===== config.mk =====
export PLATFORM = sky130hd
export DESIGN_NAME = spi_master_mc
export DESIGN_NICKNAME = d
export VERILOG_FILES = /design/src/rtl/spi_pkg.sv /design/src/rtl/spi_master_mc_clk_gen.sv /design/src/rtl/spi_master_mc.sv
export SDC_FILE = /design/constraint.sdc
export NUM_CORES = 1
export LEC_CHECK = 0
export CELL_PAD_IN_SITES_DETAIL_PLACEMENT = 1
export CELL_PAD_IN_SITES_GLOBAL_PLACEMENT = 1
export CORE_UTILIZATION = 24
export CTS_BUF_LIST = sky130_fd_sc_hd__clkbuf_8
export DETAILED_ROUTE_END_ITERATION = 8
export PLACE_DENSITY_LB_ADDON = 0.1
export SLEW_MARGIN = 20
export SYNTH_ARGS = -nofsm -noshare
export SYNTH_HDL_FRONTEND = slang
export SYNTH_SLANG_ARGS = --single-unit

===== constraint.sdc =====
create_clock -name clk_i -period 2.75 [get_ports clk_i]
set_clock_uncertainty 0.05 [all_clocks]
set_input_delay 0.55 -clock clk_i [delete_from_list [all_inputs] [get_ports clk_i]]
set_output_delay 0.55 -clock clk_i [all_outputs]
set_load 0.02 [all_outputs]

===== src/rtl/spi_pkg.sv =====
// Shared constants for the SPI master: FSM encoding, CPOL/CPHA mode codes,
// and the edge-counter width helper.
package spi_pkg;

  typedef enum logic [4:0] {
    IDLE    = 5'b00001,
    SETUP   = 5'b00010,
    SHIFT   = 5'b00100,
    HOLD    = 5'b01000,
    RX_WAIT = 5'b10000
  } state_e;

  // Mode code is {cpol, cpha}
  localparam logic [1:0] MODE0 = 2'b00;
  localparam logic [1:0] MODE1 = 2'b01;
  localparam logic [1:0] MODE2 = 2'b10;
  localparam logic [1:0] MODE3 = 2'b11;

  function automatic int edge_cnt_w(input int data_width);
    return $clog2(2 * data_width) + 1;
  endfunction

  function automatic logic sample_on_lead(input logic [1:0] mode);
    case (mode)
      MODE0, MODE2: return 1'b1;
      MODE1, MODE3: return 1'b0;
      default:      return 1'b0;
    endcase
  endfunction

endpackage


===== src/rtl/spi_master_mc_clk_gen.sv =====
// SCK generator: divider counter producing a tick every div+1 cycles, plus
// leading/trailing edge strobes and the registered SCK level.
module spi_clk_gen #(
  parameter int DIV_WIDTH = 8
) (
  input  logic                 clk,
  input  logic                 rst,
  input  logic                 start,
  input  logic                 stop,
  input  logic                 edge_en,
  input  logic                 cpol,
  input  logic [DIV_WIDTH-1:0] div,
  output logic                 tick,
  output logic                 lead_edge,
  output logic                 trail_edge,
  output logic                 sck
);

  logic                 run;
  logic                 phase;
  logic [DIV_WIDTH-1:0] cnt;

  assign tick       = run && (cnt == div);
  assign lead_edge  = tick && edge_en && !phase;
  assign trail_edge = tick && edge_en && phase;

  always_ff @(posedge clk) begin
    if (rst) begin
      run   <= 1'b0;
      phase <= 1'b0;
      cnt   <= '0;
      sck   <= 1'b0;
    end else if (start) begin
      // start also re-parks SCK at idle level and realigns the phase
      run   <= 1'b1;
      phase <= 1'b0;
      cnt   <= '0;
      sck   <= cpol;
    end else begin
      if (stop) run <= 1'b0;
      if (run) cnt <= tick ? '0 : cnt + 1'b1;
      if (lead_edge || trail_edge) begin
        phase <= ~phase;
        sck   <= ~sck;
      end
    end
  end

endmodule


===== src/rtl/spi_master_mc.sv =====
// Multi-chip-select SPI master: full-duplex MSB-first words, all four
// CPOL/CPHA modes, programmable SCK half-period, registered pin outputs.
module spi_master_mc
  import spi_pkg::*;
#(
  parameter int DATA_WIDTH = 32,
  parameter int NUM_CS     = 2,
  parameter int DIV_WIDTH  = 8
) (
  input  logic                                       clk_i,
  input  logic                                       rst_i,
  input  logic                                       cpol_i,
  input  logic                                       cpha_i,
  input  logic [DIV_WIDTH-1:0]                       clk_div_i,
  input  logic [((NUM_CS > 1) ? $clog2(NUM_CS) : 1)-1:0] cs_sel_i,
  input  logic [DATA_WIDTH-1:0]                      tx_data_i,
  input  logic                                       tx_valid_i,
  output logic                                       tx_ready_o,
  output logic [DATA_WIDTH-1:0]                      rx_data_o,
  output logic                                       rx_valid_o,
  input  logic                                       rx_ready_i,
  output logic                                       busy_o,
  output logic                                       err_o,
  output logic                                       sck_o,
  output logic [NUM_CS-1:0]                          cs_n_o,
  output logic                                       mosi_o,
  input  logic                                       miso_i
);

  localparam int              ECW       = edge_cnt_w(DATA_WIDTH);
  localparam logic [ECW-1:0]  LAST_EDGE = ECW'(2 * DATA_WIDTH);

  state_e                state, state_nxt;
  logic                  cpol_q, cpha_q;
  logic [DIV_WIDTH-1:0]  div_q;
  logic [DATA_WIDTH-1:0] tx_sr, rx_sr;
  logic [ECW-1:0]        edge_cnt;

  logic accept, bad_cs, go, all_edges;
  logic cg_start, cg_stop, edge_en, cg_cpol;
  logic tick, lead, trail, sample, shift, samp_lead;

  assign accept    = (state == IDLE) && tx_valid_i;
  assign bad_cs    = (32'(cs_sel_i) >= 32'(NUM_CS));
  assign go        = accept && !bad_cs;
  assign all_edges = (edge_cnt == LAST_EDGE);

  // After the final edge one SHIFT cycle restarts the divider so HOLD is a full h cycles
  assign cg_start = go || ((state == SHIFT) && all_edges);
  assign cg_stop  = (state == HOLD) && tick;
  assign edge_en  = ((state == SETUP) || (state == SHIFT)) && !all_edges;
  assign cg_cpol  = (state == IDLE) ? cpol_i : cpol_q;

  assign samp_lead = sample_on_lead({cpol_q, cpha_q});
  assign sample    = samp_lead ? lead : trail;
  // CPHA=0 shifts on trailing edges but has nothing left to drive on the last one
  assign shift     = samp_lead ? (trail && (edge_cnt != LAST_EDGE - 1'b1)) : lead;

  spi_clk_gen #(.DIV_WIDTH(DIV_WIDTH)) u_clk_gen (
    .clk        (clk_i),
    .rst        (rst_i),
    .start      (cg_start),
    .stop       (cg_stop),
    .edge_en    (edge_en),
    .cpol       (cg_cpol),
    .div        (div_q),
    .tick       (tick),
    .lead_edge  (lead),
    .trail_edge (trail),
    .sck        (sck_o)
  );

  always_comb begin
    state_nxt = state;
    case (state)
      IDLE:    if (go)         state_nxt = SETUP;
      SETUP:   if (lead)       state_nxt = SHIFT;
      SHIFT:   if (all_edges)  state_nxt = HOLD;
      HOLD:    if (tick)       state_nxt = RX_WAIT;
      RX_WAIT: if (rx_ready_i) state_nxt = IDLE;
      default:                 state_nxt = IDLE;
    endcase
  end

  always_ff @(posedge clk_i) begin
    if (rst_i) begin
      state      <= IDLE;
      cpol_q     <= 1'b0;
      cpha_q     <= 1'b0;
      div_q      <= '0;
      tx_sr      <= '0;
      rx_sr      <= '0;
      edge_cnt   <= '0;
      rx_data_o  <= '0;
      rx_valid_o <= 1'b0;
      err_o      <= 1'b0;
      cs_n_o     <= '1;
      mosi_o     <= 1'b0;
    end else begin
      state <= state_nxt;
      err_o <= accept && bad_cs;
      if (go) begin
        cpol_q   <= cpol_i;
        cpha_q   <= cpha_i;
        div_q    <= clk_div_i;
        edge_cnt <= '0;
        rx_sr    <= '0;
        cs_n_o   <= ~(NUM_CS'(1) << cs_sel_i);
        if (cpha_i) begin
          tx_sr <= tx_data_i;
        end else begin
          mosi_o <= tx_data_i[DATA_WIDTH-1];
          tx_sr  <= {tx_data_i[DATA_WIDTH-2:0], 1'b0};
        end
      end
      if (lead || trail) edge_cnt <= edge_cnt + 1'b1;
      if (sample) rx_sr <= {rx_sr[DATA_WIDTH-2:0], miso_i};
      if (shift) begin
        mosi_o <= tx_sr[DATA_WIDTH-1];
        tx_sr  <= {tx_sr[DATA_WIDTH-2:0], 1'b0};
      end
      if ((state == HOLD) && tick) begin
        cs_n_o     <= '1;
        rx_data_o  <= rx_sr;
        rx_valid_o <= 1'b1;
      end
      if ((state == RX_WAIT) && rx_ready_i) rx_valid_o <= 1'b0;
    end
  end

  assign tx_ready_o = (state == IDLE);
  assign busy_o     = (state != IDLE);

endmodule


==> impl_results.md, run 1 <==
* Synth async-reset ratio at 0
* Outcome: finished with violations
* Min-delay worst type: reg -> reg
* Top Usage Layer GRT: met2
* DR DRC count at 6
* CTS Buf Count at 17
* Placed Area at 7654 um2
* CTS Hold Bufs at 0
* CTS tree: built
* Largest net degree at the start of global routing at 66
* Met2 usage at 0.2207
* Worst slew pin tran at 0.7677 ns
* Relative slew margins at 0.4835
* DP HPWL at about 12,000 um
* Postcts setup bufs at 0
* Gr usage total at 0.1297
* Final period util at 0.9273
* VDD IR max at 0.2747 mV
* Seq cells post-synth at 133
* Max Buffers Root-to-Sink at 2
* Clk root buf: clkbuf_8
* Number of synthesized flops with an enable pin at 0
* Ys flop type: dfxtp_1
* Setup-failing EPs final at 0
* Unrepaired setup endpoints after global routing: false
* Via Count at 5,388
* Layout cell share with drive strength beyond 1 at 0.1185
* Largest area contributor in the netlist: dfxtp_1
* Area grow syn2layout at 24.93%
* Met1 usage at 0.1640
* Leak Pwr at 2.750 nW
* Sink Count at 133
* Die ar. at 27,590 um2
* Layout Nets at 849
* Register area share after synthesis at 0.4119
* Vias in the first global route at 5,667
* Wirelength per Cell at 15.24 um
* Vias/cell at 4.706
* Synth cell types at 45
* Post-Place Cells at ~1,100
* Violations in the final reports: DRC
* Mapped cell area at 6464 um2
* Critical path startpoint category: flop
* Cell area power density at between 500 and 600 nW/um2
* Die span in y at 166.1 um
* CP Max Fanout at 7
* Fill cells at around 3,000
* Number of max-cap violations at 0
* Detailed Route WL at 17,450 um
* Final min period at 2.550 ns
* GRT overflow at 0
* Detailed Route Iter0 Violations at 299
* GPL Wtd Cong at between 0.7 and 0.8
* Post-Synthesis Net Count at 789
* Clk_lat worst skew at 0.44 ns
* R2R setup slack at about 0.5 ns
* Top-level port count at 88
* Met3 Use GR at 0.02788
* Finished Cell Area at 8075 um2
* Final slew viol count at 0
* Pwr Total at 0.004349 W
* Final WS setup at 0.1999 ns
* Critical Path RT at approximately 2.2 ns
* Final hold violation count at 0
* H-tree levels at 4
* CP arrival at 1.95 ns
* Crit. End Element: primary output
* Global-route wire length before repair at 28,990 um
* Syn avg cell area at 8.758 um2
* Mapped Cells at 738
* DP Worst Slack at 0.3774 ns
* Post-synth top area share at 0.4119
* Top post-synthesis cells by area: dfxtp_1, mux2i_1, nand2b_1
* F_max at 392.1 MHz
* Diodes inserted at 0
* Clk slew on worst S/H paths at 0.09 ns
* FP Rows at 59
* Buffers added on ports at 86
* Drt first pass iters at 8
* Post-route antenna net violation count at 0
* Initial Utilization at 0.2466
* Initial antenna violation count at 0
* Core area at roughly 26,000 um2
* Setup TNS Final at 0 ns
* Critical path class: reg -> out
* Die width at 166.1 um
* Syn. warnings at 0
* Non-filler instance count after layout at 1,145
-- repair_timing --
action	4_1_cts	5_1_grt
setup endpoints to repair	1	1
resized for setup	1	2
pin swaps	0	1
gates cloned	0	0
-- Yosys cell counts, types with 2 or more instances --
cell,count
o31ai_1,5
ha_1,3
a31oi_1,2
and2_1,3
a21o_1,2
nand3b_1,4
nor3_1,8
nor2_1,55
xor2_1,5
inv_1,3
nand2b_1,71
buf_1,3
nand3_1,10
nand2_1,98
or3_1,4
and3_1,5
nor4_1,3
or3b_2,3
dfxtp_1,133
xnor2_1,11
mux2i_1,63
o21ai_1,2
clkbuf_1,38
o31ai_2,30
buf_6,7
nor4_2,2
a21oi_1,84
nand4b_1,34
nor3b_1,4
buf_2,15
o21ai_0,12
nand4_1,3
-- layout by cell type, fill, tap and decap left out, types with 5 or more instances in the layout --
master,n
nand2_1,98
buf_12,5
xnor2_1,11
a21oi_1,84
mux2i_1,63
and3_1,5
o21ai_0,12
buf_4,15
nand4b_1,34
clkbuf_8,17
nor2_1,55
o31ai_2,30
o31ai_1,5
nand3_1,10
nand2b_1,71
nor3_1,8
xor2_1,5
clkdlybuf4s50_1,83
dfxtp_1,132
-- registers in the layout (all words and copies together), names as in the netlist --
signal,count
mosi_o,1
cpol_q,1
state,5
edge_cnt,7
rx_sr,32
tx_sr,32
cs_n_o,2
rx_valid_o,1
div_q,8
u_clk_gen.run,1
u_clk_gen.sck,1
u_clk_gen.cnt,8
u_clk_gen.phase,1
rx_data_o,32
cpha_q,1
-- cell type report --
type                    count  area (um2)  share of cell area
multi-input cells         538        3511              0.4348
inverters                   3       11.26            0.001394
well taps                 335       419.2             0.05191
repair buffers            105        1061              0.1314
clock inverters            14       175.2             0.02169
clock buffers              17       234.0             0.02897
flip-flops and latches    133        2664              0.3299
-- kinds of logic after synthesis --
| logic type | count (synthesis) | share of synthesized area |
|---|---|---|
| multiplexers | 63 | 0.09756 |
| flip-flops | 133 | 0.4119 |
| AO/OA/AOI/OAI | 143 | 0.1520 |
| adder cells (fa/ha/maj) | 3 | 0.005808 |
| XOR/XNOR | 16 | 0.02168 |
| other | 1 | 0.0005802 |
| buffers and inverters | 67 | 0.05052 |
| AND/OR/NAND/NOR | 312 | 0.2600 |
-- where the power goes --
part | internal [W] | switching [W]
Combinational | 0.000245 | 0.000318
Clock | 0.000905 | 0.000848
Sequential | 0.00199 | 0.0000457
-- worst paths after layout --
path                                                     from                         end  depth (start not counted)
worst max-delay path                    state[2]$_SDFFE_PP0P_                      busy_o                          3
worst min-delay path                   rx_sr[18]$_SDFFE_PP0P_  rx_data_o[18]$_SDFFE_PP0P_                          2
worst max register to register  u_clk_gen.cnt[0]$_SDFFE_PP0P_      rx_sr[28]$_SDFFE_PP0P_                          7
worst min register to register         rx_sr[18]$_SDFFE_PP0P_  rx_data_o[18]$_SDFFE_PP0P_                          2
-- stage by stage --
| stage | hold slack [ns] | utilization |
|---|---|---|
| floorplan | 0.3820 | - |
| finish | 0.4073 | 0.3081 |
| CTS | 0.4043 | 0.3080 |
| global placement | 0.3941 | 0.2921 |
| detailed placement | 0.3989 | 0.2921 |
| global route | 0.4224 | 0.3081 |
-- routing by layer --
metal,part of all wire,up-vias
met5,0,-
met4,0.011,0
met3,0.026,15
met2,0.47,77
met1,0.49,2622
li1,-,2674
-- critical path: stages, from the launching register on --
cell,delay (ns)
dfxtp_1,0.40
nor4_4,0.37
nand2_1,0.16
clkdlybuf4s50_1,0.58
No activity file was read; power rests on OpenSTA's default activity.
==> run 2: changes to the inputs <==
--- a/config.mk
+++ b/config.mk
@@ -14,4 +14,5 @@
 export SLEW_MARGIN = 20
 export SYNTH_ARGS = -nofsm -noshare
 export SYNTH_HDL_FRONTEND = slang
+export SYNTH_HIERARCHICAL = 1
 export SYNTH_SLANG_ARGS = --single-unit
==> impl_results.md, run 2 <==
* Layout cell share with drive strength beyond 1 at 0.1348
* Worst Hold Endpoint: tx_sr[0]$_SDFFE_PP0P_
* Die span in y at 158.2 um
* Top post-synthesis cells by area: dfxtp_1, nand2_1, a21oi_1
* Ys flop type: dfxtp_1
* Global-route wire length before repair at between 20,000 and 30,000 um
* R2R setup slack at 0.07 ns
* Register area share after synthesis at 0.4545
* Hold Startpoint: tx_sr[0]$_SDFFE_PP0P_
* Post-Synthesis Net Count at 778
* Seq cells post-synth at between 100 and 150
* Via Count at between 5,000 and 6,000
* Unrepaired setup endpoints after global routing: true
* Commonest cells after routing, fill and taps aside: nand2_1, dfxtp_1, a21oi_1, clkdlybuf4s50_1, nor2_1
* Final period util at 0.9760
* Non-filler instance count after layout at approximately 1,200
* Reg2Reg Capture Point: tx_sr[20]$_SDFFE_PP0P_
* Top Usage Layer GRT: met2
* Core area at 23,680 um2
* DR DRC count at 0
* Outcome: completed
* Final hold violation count at 0
* Met2 usage at 0.2381
* Worst slew pin tran at 0.5992 ns
* Met3 Use GR at 0.03641
* Largest registers: rx_data_o x32, rx_sr x32, tx_sr x32
* FP Rows at 56
* CP Max Fanout at 7
* Layout Nets at around 870
* Final slew viol count at 0
* Clk slew on worst S/H paths at 0.08 ns
* Synth cell types at 51
* Die ar. at 25,040 um2
* Mapped cell area at 5858 um2
* Mapped Cells at 727
* Vias/cell at 4.665
* Post-Place Cells at around 1,100
* GPL Wtd Cong at roughly 0.73
* Min-delay worst type: reg -> reg
* R2R cell count at 13
* H-tree levels at 4
* VDD IR max at approximately 0.22 mV
* Gr usage total at 0.1413
* Max Buffers Root-to-Sink at 2
* Pwr Total at ~0.0042 W
* Detailed Route WL at 17,030 um
* Met1 usage at 0.1760
* Wirelength per Cell at 14.81 um
* Syn avg cell area at around 8.1 um2
* Hold path depth at 2
* CTS Hold Bufs at 0
* Initial antenna violation count at 0
* Setup-failing EPs final at 0
* Final min period at 2.684 ns
* Top cells by count, synth: dfxtp_1, nand2_1, a21oi_1
* Top-level port count at 88
* Largest area contributor in the netlist: dfxtp_1
* DP HPWL at 11,360 um
* Post-route antenna net violation count at 0
* Post-synth top area share at 0.4545
* Buffers added on ports at 86
* Most common cell after layout, fill and taps aside: nand2_1
* Vias in the first global route at 5,527
* Area grow syn2layout at 33.98%
* Initial Utilization at 0.2474
* Clk root buf: clkbuf_8
* Clk_lat worst skew at 0.45 ns
* Crit. End Element: flop
* Critical path class: reg -> reg
* Number of synthesized flops with an enable pin at 0
* GRT overflow at 0
* Worst hold slack at 0.4048 ns
* Cell area power density at around 540 nW/um2
* Fill cells at between 2,000 and 3,000
* Number of max-cap violations at 0
* Syn. warnings at 6
* Diodes inserted at 0
* Die width at 158.2 um
* Critical path startpoint category: flop
* Relative slew margins at 0.6006
* F_max at about 370 MHz
* CP arrival at 2.97 ns
* Critical Path RT at 3.03 ns
* Synth async-reset ratio at 0
* Largest net degree at the start of global routing at 67
* CTS tree: built
* Drt first pass iters at 4
* Leak Pwr at around 2.6 nW
* Sink Count at 133
* FF-to-FF Start: edge_cnt[0]$_SDFFE_PP0P_
* CTS Buf Count at 17
* Detailed Route Iter0 Violations at around 240
run 2: cell count changes in the layout (fill, tap and decap cells not counted), moves of 10 or more:
| cell | change |
|---|---|
| nor2b_1 | +34 |
| mux2i_1 | -62 |
| o32ai_2 | +10 |
| o32ai_1 | +21 |
| nand4b_1 | -34 |
| o31ai_2 | -30 |
| a211oi_1 | +32 |
| nand2_1 | +34 |
| nand2b_1 | -38 |
| buf_4 | +17 |
| nand3_1 | +31 |
run 2: layer usage:
metal  up-vias  part of all wire
met4         0            0.0082
met1      2587              0.48
met2        84              0.47
li1       2683                 -
met3        11             0.038
met5         -                 0
run 2: cells by family (layout without fill, tap and decap cells):
group	count (synthesis)	count (layout)	share of synthesized area
mux	3	3	0.005340
flops	133	133	0.4545
compound gates	173	173	0.1897
buf+inv	65	169	0.04805
xor+xnor	15	15	0.02243
other cells	1	1	0.0006401
fa+ha+maj	3	3	0.006408
simple gates	334	334	0.2730
run 2: metrics by stage:
step                area [um2]  utilization  setup WS (ns)  setup TNS [ns]
CTS                       7650       0.3230        0.01738               0
floorplan                 5868            -        0.01775               0
global route              7849       0.3314       -0.06061          -1.522
global placement          7256       0.3064        0.02014               0
finish                    7849       0.3314        0.06611               0
detailed placement        7256       0.3064       -0.07621          -1.961
run 2: cell type report:
class                   instances  area (um2)  area share
multi-input cells             529        3059      0.3898
flip-flops and latches        133        2666      0.3397
repair buffers                127        1296      0.1652
well taps                     319       399.1     0.05085
clock buffers                  21       289.0     0.03682
clock inverters                11       101.3     0.01291
inverters                      10       37.54    0.004782
run 2: worst max-delay path, cell delays in order (launching register included):
cell       delay, ns
dfxtp_2         0.34
inv_2           0.05
ha_4            0.15
nor4b_4         0.12
nand3b_1        0.11
a21boi_2        0.18
nand3_1         0.08
or4_4           0.52
nor2_4          0.17
mux2i_1         0.09
a41o_2          0.29
nand2b_4        0.15
clkbuf_16       0.17
o32ai_1         0.09
run 2: how the worst max path moves through the flow:
| stage | from | to | slack (ns) | depth (start not counted) |
|---|---|---|---|---|
| after floorplan | edge_cnt[0]$_SDFFE_PP0P_ | tx_sr[11]$_SDFFE_PP0P_ | 0.02 | 14 |
| after global placement | edge_cnt[0]$_SDFFE_PP0P_ | tx_sr[23]$_SDFFE_PP0P_ | 0.02 | 13 |
| after detailed placement | edge_cnt[0]$_SDFFE_PP0P_ | mosi_o$_SDFFE_PP0P_ | -0.08 | 12 |
| after CTS | edge_cnt[0]$_SDFFE_PP0P_ | mosi_o$_SDFFE_PP0P_ | 0.02 | 12 |
| after global routing | edge_cnt[1]$_SDFFE_PP0P_ | tx_sr[20]$_SDFFE_PP0P_ | -0.06 | 13 |
| final | edge_cnt[0]$_SDFFE_PP0P_ | tx_sr[20]$_SDFFE_PP0P_ | 0.07 | 13 |
run 2: power breakdown:
part           switching (W)  internal, W
Sequential         0.0000477      0.00200
Combinational       0.000307     0.000264
Clock               0.000803     0.000807
run 2: timing repair:
| action | in CTS | in global routing |
|---|---|---|
| cloned | 0 | 2 |
| setup endpoints to repair | 49 | 69 |
| buffers inserted | 0 | 4 |
| hold endpoints to repair | 0 | 0 |
| gates resized for setup | 2 | 23 |
| pin swaps | 0 | 12 |
==> run 3: changes to the inputs <==
==> constraint.sdc (replaced) <==
create_clock -name clk_i -period 2.66 [get_ports clk_i]
set_clock_uncertainty 0.05 [all_clocks]
set_input_delay 0.532 -clock clk_i [delete_from_list [all_inputs] [get_ports clk_i]]
set_output_delay 0.532 -clock clk_i [all_outputs]
set_load 0.02 [all_outputs]
==> impl_results.md, run 3 (synthesis results as in run 2) <==
* Die ar. at 25,040 um2
* CTS tree: built
* Slowest stage delay, CP at 0.47 ns
* Leak Pwr at 2.663 nW
* Pint at 0.003197 W
* Core area at roughly 24,000 um2
* Via Count at 5,402
* Setup-failing EPs final at 0
* GPL Wtd Cong at 0.7016
* Initial antenna violation count at 0
* Critical Path RT at 2.93 ns
* Diodes inserted at 0
* Largest net degree at the start of global routing at 64
* Die width at 158.2 um
* Clk root buf: clkbuf_8
* Detailed Route WL at 17,460 um
* VDD IR max at between 0.2 and 0.25 mV
* Detailed Route Iter0 Violations at 181
* Global-route wire length before repair at around 28,000 um
* Area grow syn2layout at 35.88%
* Setup TNS Final at 0 ns
* Commonest cells after routing, fill and taps aside: nand2_1, dfxtp_1, a21oi_1, clkdlybuf4s50_1, nor2_1
* Reg2Reg Capture Point: tx_sr[16]$_SDFFE_PP0P_
* Worst hold slack at between 0.4 and 0.5 ns
* FF-to-FF Start: edge_cnt[1]$_SDFFE_PP0P_
* CP bufs+invs at 2
* Worst slew pin tran at around 0.60 ns
* Worst path top cell family by delay: simple AND/OR/NAND/NOR gates
* Vias/cell at roughly 4.7
* CP arrival at between 2 and 3 ns
* Critical path startpoint category: flop
* Critical Path End: tx_sr[16]$_SDFFE_PP0P_
* Logic pwr share at 0.137
* Slowest CP cell: or4_4
* Min-delay worst type: reg -> reg
* Hold path depth at 2
* Buffers added on ports at 86
* CP Max Fanout at 7
* DP HPWL at 11,010 um
* Initial Utilization at 0.2474
* Sequential share of power at 0.482
* R2R cell count at 13
* Net Sw Frac at 0.2734
* Cell area power density at ~550 nW/um2
* Largest registers: rx_data_o x32, rx_sr x32, tx_sr x32
* CTS Hold Bufs at 0
* Number of max-cap violations at 0
* Most common cell after layout, fill and taps aside: nand2_1
* R2R setup slack at 0.03 ns
* Relative slew margins at 0.6005
* FP Rows at 56
* Critical path class: reg -> reg
* Final period util at 0.9874
* Final min period at 2.627 ns
* F_max at around 380 MHz
* Post-route antenna net violation count at 0
* GRT overflow at 0
* DR DRC count at 0
* Final Util at 0.3361
* Clk_lat worst skew at 0.45 ns
* Max Buffers Root-to-Sink at 2
* P_sw at 0.001203 W
* Crit. End Element: flop
* Die span in y at 158.2 um
* Vias in the first global route at 5,662
* Final hold violation count at 0
* H-tree levels at 4
* Top-level port count at 88
* Wirelength per Cell at 15.26 um
* Final slew viol count at 0
* Layout Nets at 864
* Outcome: completed
* Sink Count at 133
* CP Cell Sequence: inv_1 -> ha_4 -> nor4b_4 -> nand3b_1 -> a21boi_4 -> nand3_2 -> or4_4 -> nor2_4 -> mux2i_1 -> a41o_2 -> nand2b_4 -> clkbuf_16 -> o32ai_2
* Critical path depth at 13
* CTS Buf Count at 17
* Layout cell share with drive strength beyond 1 at 0.1370
* Clk slew on worst S/H paths at ~0.08 ns
* Drt first pass iters at 4
* Worst Setup SP: edge_cnt[1]$_SDFFE_PP0P_
* Unrepaired setup endpoints after global routing: true
* Gr usage total at 0.1428
* Clk pwr share at 0.381
==> run 3: timing repair <==
item                                    4_1_cts  5_1_grt
endpoints found under the setup margin       43       73
pin swaps                                     0        8
setup buffers                                 1        2
resized for setup                             8       31
gates cloned                                  1        4
==> run 3: layer usage <==
layer	GRT usage	share of wire
met1	0.1736	0.47
met4	0.04899	0.016
met3	0.02792	0.028
met5	0	0
met2	0.2494	0.49
==> run 3: worst min path at each step <==
stage,startpoint,end,slack [ns]
floorplan,rx_sr[31]$_SDFFE_PP0P_,rx_data_o[31]$_SDFFE_PP0P_,0.38
global placement,tx_sr[0]$_SDFFE_PP0P_,tx_sr[0]$_SDFFE_PP0P_,0.39
detailed placement,rx_data_o[16]$_SDFFE_PP0P_,rx_data_o[16]$_SDFFE_PP0P_,0.40
CTS,tx_sr[0]$_SDFFE_PP0P_,tx_sr[0]$_SDFFE_PP0P_,0.42
global route,cpol_q$_SDFFE_PP0P_,cpol_q$_SDFFE_PP0P_,0.43
finish,rx_data_o[15]$_SDFFE_PP0P_,rx_data_o[15]$_SDFFE_PP0P_,0.41
==> run 3: area by class of cell <==
class | count | area, um2
Clock buffer | 18 | 247.7
Clock inverter | 13 | 135.1
Fill cell | 2832 | 15720
Inverter | 10 | 37.54
Multi-Input combinational cell | 529 | 3133
Sequential cell | 133 | 2669
Tap cell | 319 | 399.1
Timing Repair Buffer | 122 | 1339
==> run 3: power groups by stage <==
stage	Clock [W]	Combinational (W)	Sequential, W
4_1_cts	0.00176	0.000564	0.00212
3_3_place_gp	0	0.000550	0.00216
2_1_floorplan	0	0.000337	0.00216
3_5_place_dp	0	0.000561	0.00217
6_report	0.00168	0.000605	0.00212
5_1_grt	0.00182	0.000668	0.00213
==> run 3: per-stage QoR <==
step	cell area [um2]	total power (W)	worst slack, ns	instances
global route	7960	0.004621	-0.08401	1144
detailed placement	7232	0.002727	-0.06252	1105
global placement	7232	0.002711	0.05241	1105
finish	7960	0.004400	0.03349	1144
CTS	7664	0.004442	0.001676	1138
floorplan	5872	0.002493	0.01501	727
==> run 3: worst reg2reg max path, cell delays in order (launching register included) <==
cell	delay, ns
dfxtp_2	0.33
inv_1	0.06
ha_4	0.15
nor4b_4	0.12
nand3b_1	0.11
a21boi_4	0.20
nand3_2	0.09
or4_4	0.47
nor2_4	0.12
mux2i_1	0.07
a41o_2	0.30
nand2b_4	0.18
clkbuf_16	0.19
o32ai_2	0.09
